<file path="src/rtl/board_io_pkg.sv">
// Shared register map, field widths and bus types for the board input port.
package board_io_pkg;

    localparam logic [31:0] BASE_ADDR_DEFAULT = 32'h0000_2000;

    localparam int SW_W  = 10;
    localparam int BTN_W = 4;

    localparam logic [3:0] OFF_SW     = 4'h0;
    localparam logic [3:0] OFF_BTN    = 4'h4;
    localparam logic [3:0] OFF_EDGE   = 4'h8;
    localparam logic [3:0] OFF_IRQ_EN = 4'hC;

    typedef enum logic [1:0] {
        REG_SW     = 2'd0,
        REG_BTN    = 2'd1,
        REG_EDGE   = 2'd2,
        REG_IRQ_EN = 2'd3
    } reg_sel_e;

    typedef enum logic [1:0] {
        BUS_IDLE,
        BUS_PEND,
        BUS_ACK
    } bus_state_e;

    typedef struct packed {
        logic        err;
        logic [31:0] rdata;
    } bus_rsp_t;

    // Word offsets map one-to-one onto the register select encoding.
    function automatic reg_sel_e reg_sel(input logic [3:0] off);
        return reg_sel_e'(off[3:2]);
    endfunction

endpackage

</file>
<file path="src/rtl/debounce_cell.sv">
// One input bit: 2-flop synchronizer followed by a saturating-counter debouncer.
module debounce_cell #(
    parameter int DEBOUNCE_CYCLES = 50000
) (
    input  logic clk,
    input  logic rst_n,
    input  logic din,
    output logic dout
);

    localparam int CW = $clog2(DEBOUNCE_CYCLES + 1);
    localparam logic [CW-1:0] CNT_LAST = CW'(DEBOUNCE_CYCLES - 1);

    logic          sync0;
    logic          sync1;
    logic [CW-1:0] cnt;

    always_ff @(posedge clk) begin
        if (!rst_n) begin
            sync0 <= 1'b0;
            sync1 <= 1'b0;
            dout  <= 1'b0;
            cnt   <= '0;
        end else begin
            sync0 <= din;
            sync1 <= sync0;
            // The disagreeing cycle that reaches CNT_LAST is the last one required.
            if (sync1 == dout) begin
                cnt <= '0;
            end else if (cnt >= CNT_LAST) begin
                dout <= sync1;
                cnt  <= '0;
            end else if (cnt != '1) begin
                cnt <= cnt + 1'b1;
            end
        end
    end

endmodule

</file>
<file path="src/rtl/board_input_port.sv">
// Debounced switch/button register block with W1C button-edge latch and level irq.
module board_input_port
    import board_io_pkg::*;
#(
    parameter logic [31:0] BASE_ADDR       = BASE_ADDR_DEFAULT,
    parameter int          DEBOUNCE_CYCLES = 50000
) (
    input  logic        clk,
    input  logic        rst_n,
    input  logic [9:0]  sw,
    input  logic [3:0]  btn,
    input  logic        busReq,
    input  logic        busWe,
    input  logic [31:0] busAddr,
    input  logic [31:0] busWData,
    output logic [31:0] busRData,
    output logic        busAck,
    output logic        busErr,
    output logic        irq
);

    localparam int NIN = SW_W + BTN_W;

    logic [NIN-1:0]   raw;
    logic [NIN-1:0]   deb;
    logic [SW_W-1:0]  sw_deb;
    logic [BTN_W-1:0] btn_deb;

    assign raw     = {btn, sw};
    assign sw_deb  = deb[SW_W-1:0];
    assign btn_deb = deb[NIN-1:SW_W];

    genvar gi;
    generate
        for (gi = 0; gi < NIN; gi++) begin : g_cell
            debounce_cell #(
                .DEBOUNCE_CYCLES(DEBOUNCE_CYCLES)
            ) u_cell (
                .clk  (clk),
                .rst_n(rst_n),
                .din  (raw[gi]),
                .dout (deb[gi])
            );
        end
    endgenerate

    bus_state_e       state;
    bus_rsp_t         cap;
    logic [BTN_W-1:0] btn_prev;
    logic [BTN_W-1:0] btn_edge;
    logic [BTN_W-1:0] irq_en;

    reg_sel_e         sel;
    logic             req_err;
    logic             accept;
    logic             wr_edge;
    logic             wr_irq_en;
    logic [BTN_W-1:0] edge_clr;
    logic [BTN_W-1:0] btn_rise;
    logic [31:0]      rd_mux;
    logic             unused_wdata;

    assign unused_wdata = ^busWData[31:BTN_W];

    always_comb begin
        sel     = reg_sel(busAddr[3:0]);
        req_err = (busAddr[31:4] != BASE_ADDR[31:4]) || (busAddr[1:0] != 2'b00)
                  || (busWe && (sel == REG_SW || sel == REG_BTN));
        accept  = busReq && (state == BUS_IDLE);

        rd_mux = '0;
        case (sel)
            REG_SW:     rd_mux[SW_W-1:0]  = sw_deb;
            REG_BTN:    rd_mux[BTN_W-1:0] = btn_deb;
            REG_EDGE:   rd_mux[BTN_W-1:0] = btn_edge;
            REG_IRQ_EN: rd_mux[BTN_W-1:0] = irq_en;
            default:    rd_mux = '0;
        endcase

        wr_edge   = accept && busWe && !req_err && (sel == REG_EDGE);
        wr_irq_en = accept && busWe && !req_err && (sel == REG_IRQ_EN);
        edge_clr  = wr_edge ? busWData[BTN_W-1:0] : '0;
        btn_rise  = btn_deb & ~btn_prev;
    end

    always_ff @(posedge clk) begin
        if (!rst_n) begin
            state    <= BUS_IDLE;
            cap      <= '0;
            btn_prev <= '0;
            btn_edge <= '0;
            irq_en   <= '0;
            irq      <= 1'b0;
            busAck   <= 1'b0;
            busErr   <= 1'b0;
            busRData <= '0;
        end else begin
            btn_prev <= btn_deb;
            // A new rising edge wins over a simultaneous W1C of the same bit.
            btn_edge <= (btn_edge & ~edge_clr) | btn_rise;
            if (wr_irq_en) begin
                irq_en <= busWData[BTN_W-1:0];
            end
            irq <= |(btn_edge & irq_en);

            busAck   <= 1'b0;
            busErr   <= 1'b0;
            busRData <= '0;
            case (state)
                BUS_IDLE: begin
                    if (accept) begin
                        cap.err   <= req_err;
                        cap.rdata <= (req_err || busWe) ? '0 : rd_mux;
                        state     <= BUS_PEND;
                    end
                end
                BUS_PEND: begin
                    busAck   <= 1'b1;
                    busErr   <= cap.err;
                    busRData <= cap.rdata;
                    state    <= BUS_ACK;
                end
                BUS_ACK:  state <= BUS_IDLE;
                default:  state <= BUS_IDLE;
            endcase
        end
    end

endmodule

</file>
<file path="config.mk">
export PLATFORM = sky130hd
export DESIGN_NAME = board_input_port
export DESIGN_NICKNAME = d
export VERILOG_FILES = /design/src/rtl/board_io_pkg.sv /design/src/rtl/debounce_cell.sv /design/src/rtl/board_input_port.sv
export SDC_FILE = /design/constraint.sdc
export NUM_CORES = 1
export LEC_CHECK = 0
export CELL_PAD_IN_SITES_DETAIL_PLACEMENT = 1
export CELL_PAD_IN_SITES_GLOBAL_PLACEMENT = 2
export CORE_MARGIN = 2
export CORE_UTILIZATION = 39
export DETAILED_ROUTE_END_ITERATION = 12
export GPL_TIMING_DRIVEN = 0
export MAX_ROUTING_LAYER = met4
export PLACE_DENSITY = 0.95
export SKIP_LAST_GASP = 1
export SYNTH_ARGS = -nofsm -noshare
export SYNTH_HDL_FRONTEND = slang
export SYNTH_SLANG_ARGS = --single-unit
</file>
<file path="constraint.sdc">
create_clock -name clk -period 4.9 [get_ports clk]
set_clock_uncertainty 0.05 [all_clocks]
set_input_delay 0.735 -clock clk [delete_from_list [all_inputs] [get_ports clk]]
set_output_delay 0.735 -clock clk [all_outputs]
set_load 0.03 [all_outputs]
</file>
==> results.txt <==
DR vias/cell -> 5.88
Final period util -> 65.0%
GRT Total Usage -> 20.7%
Area occupied by multi-input gates -> 8200 um2
Syn Inst Count -> 1,677
Flops & latches, synth -> 304
CTS tree -> done
Cell Pwr Density -> 306 nW/um2
Fill count -> 4,404
Critical path's slowest cell -> nor4_1
Clock Latency Late Sink -> 0.54 ns
EDFF count, synth -> 0
First-pass GRT wire length -> 66,500 um
Total wire length -> 40,300 um
Most frequent cells in the layout -> 304 x dfxtp_1, 155 x a21oi_1, 106 x nand3_1
Nets -> 1,895
Synth Warn # -> 0
Layout cells sized above 1 -> 9.49%
RSZ-0062 raised after global routing -> no
Post-synth cell types -> 75
Initial DRC count -> 702
Via count -> 13,800
Post-CTS setup buffer count -> 0
Ys async rst share -> 0%
Gr ovfl total -> 0
H-tree Lvls -> 2
Worst Hold Class -> register to register
Worst slew margin -> 24.3%
Sink Count -> 304
Req. time, crit path -> 5.23 ns
PortBufs -> 64
Final ANT Viol Nets -> 0
Critical Path AT -> 3.51 ns
Clock transition at path regs -> 0.06 ns
Run status -> completed
Synthesis-to-finish area growth -> 17.0%
Vias in the first global route -> 13,500
Post-CTS sizing -> 0
Detail Placement HPWL -> 28,300 um
Site Rows -> 71
Leakage Power -> 5.37 nW
Chip height -> 199 um
CP endpoint kind -> register
Final hold viol count -> 0
Crit-path cells -> clkdlybuf4s50_1 -> nor3b_1 -> nand3_1 -> nor4_1 -> a21oi_1
Commonest non-fill, non-tap cell in the layout -> dfxtp_1
Final setup viols -> 0
Sequential fraction of the synthesis area -> 41.2%
Initial core utilization -> 39.4%
Placer Congestion -> 0.833
Main area contributors after synthesis -> dfxtp_1 41%, a21oi_1 5.2%, or4_1 3.9%
Placed Cells -> 2,273
Max Slew Vio Count -> 0
Top FF cell, synth -> dfxtp_1
CP Launch Type -> input pin
Least-Margin Pin Slew -> 1.12 ns
Hold Buf Count CTS -> 0
Root Buffer -> clkbuf_16
Yosys top cell by area -> dfxtp_1
DR pass1 iterations -> 4
Post-route setup TNS -> 0 ns
DRC Markers -> 0
Die Wd -> 199 um
Area fraction of the dominant cell type after synthesis -> 41.2%
CP max stage delay -> 0.92 ns
Max-Cap Viols -> 0
Non-filler instance count after layout -> 2,339
Initial antenna violation count -> 5
Reg area -> 6090 um2
Final worst path period need -> 3.18 ns
Largest net degree at the start of global routing -> 16
Routed wire per std cell -> 17.2 um
Boundary Pins -> 117
Average cell area after synthesis -> 8.81 um2
Crit path max fanout -> 5
Total die area -> 39,500 um2
Worst vdd ir -> 0.000189 V
Core ar. -> 37,500 um2
Longest Clk Path Bufs -> 3
Total CTS buffers -> 35
Fmax achieved -> 314 MHz
Netlist Area Pre-Place -> 14,800 um2
Critical path type -> input pin to register
==> layout make-up <==
| class | instances | share of cell area, % |
|---|---|---|
| flip-flops and latches | 304 | 35.2 |
| inverters | 29 | 0.629 |
| repair buffers | 64 | 3.70 |
| plain buffers | 80 | 2.68 |
| clock inverters | 21 | 1.28 |
| diodes | 5 | 0.0723 |
| well taps | 511 | 3.70 |
| clock buffers | 40 | 5.35 |
| multi-input cells | 1285 | 47.4 |
==> kinds of logic after synthesis <==
family / count (synthesis) / synth area share, %
multiplexers: 19 / 1.63
adder cells (fa/ha/maj): 14 / 1.19
flip-flops: 304 / 41.2
XOR/XNOR: 33 / 1.96
AND/OR/NAND/NOR: 791 / 31.5
AO/OA/AOI/OAI: 406 / 18.6
buffers and inverters: 109 / 3.88
other: 1 / 0.0254
==> registers in the layout, indices dropped and copies added, names as in the netlist <==
signal and cells:
irq 1, busErr 1, irq_en 4, btn_edge 4, busAck 1, g_cell.u_cell.sync1 14
state 2, g_cell.u_cell.sync0 14, btn_prev 4, cap 11, busRData 10, g_cell.u_cell.cnt 224
g_cell.u_cell.dout 14
==> routing by layer <==
layer  wire length [um]  vias to the layer above  global-route usage [%]
met5                  0                        -                       -
met4                873                        0                    6.16
met3               1420                       63                    2.87
met2              19300                      181                    35.0
met1              18700                     6792                    25.7
li1                   -                     6715                       -
==> cell usage after synthesis, types with 8 or more instances <==
library cell and count:
inv_1 29, mux2i_1 15, and2_1 49, nor2_1 104
or3_1 49, nor3b_1 11, dfxtp_1 304, xnor2_1 12
a311oi_1 10, nor2b_1 15, nand2_1 100, nand3_1 106
buf_2 17, o41ai_1 10, o31ai_1 66, ha_1 14
a21oi_1 155, or4_1 77, clkbuf_1 32, a211oi_1 17
a311o_1 11, nor4_1 54, a31oi_1 18, or2_2 8
nand4_1 69, buf_4 24, xor2_1 21, and3_1 23
nand4_2 8, nor4_2 8, and3b_1 8, and4_1 23
o21ai_0 61, nor3_1 51
==> metrics by stage <==
step | hold WS [ns] | setup slack, ns | cell area (um2) | utilization (%) | total power (W)
2_1_floorplan | 0.362 | 2.79 | 14900 | - | 0.00264
3_3_place_gp | 0.367 | 1.29 | 16100 | 43.1 | 0.00271
3_5_place_dp | 0.371 | 1.14 | 16100 | 43.1 | 0.00272
4_1_cts | 0.388 | 1.69 | 17300 | 46.1 | 0.00536
5_1_grt | 0.411 | 1.66 | 17300 | 46.1 | 0.00546
6_report | 0.387 | 1.72 | 17300 | 46.1 | 0.00529
==> worst paths after layout <==
path | startpoint | to | slack, ns | depth (start not counted)
setup / recovery | busReq | btn_edge[1]$_SDFF_PN0_ | 1.72 | 5
hold / removal | g_cell[9].u_cell.sync0$_SDFF_PN0_ | g_cell[9].u_cell.sync1$_SDFF_PN0_ | 0.39 | 1
setup reg to reg | state[1]$_SDFFE_PN0P_ | btn_edge[1]$_SDFF_PN0_ | 2.08 | 4
hold reg to reg | g_cell[9].u_cell.sync0$_SDFF_PN0_ | g_cell[9].u_cell.sync1$_SDFF_PN0_ | 0.39 | 1
==> where the power goes <==
| part | internal, W | switching (W) | leakage (nW) |
|---|---|---|---|
| Combinational | 0.0000737 | 0.0000897 | 2.35 |
| Sequential | 0.00249 | 0.0000107 | 2.46 |
| Clock | 0.00153 | 0.00110 | 0.561 |
| Total | 0.00409 | 0.00120 | 5.37 |
==> critical path: cells and delay by family <==
kind                   cells  cell delay, ns
and+or+nand+nor            3            2.17
AOI/OAI and AO/OA          1            0.14
buffers and inverters      1            0.48
(Power assumes the default switching activity.)
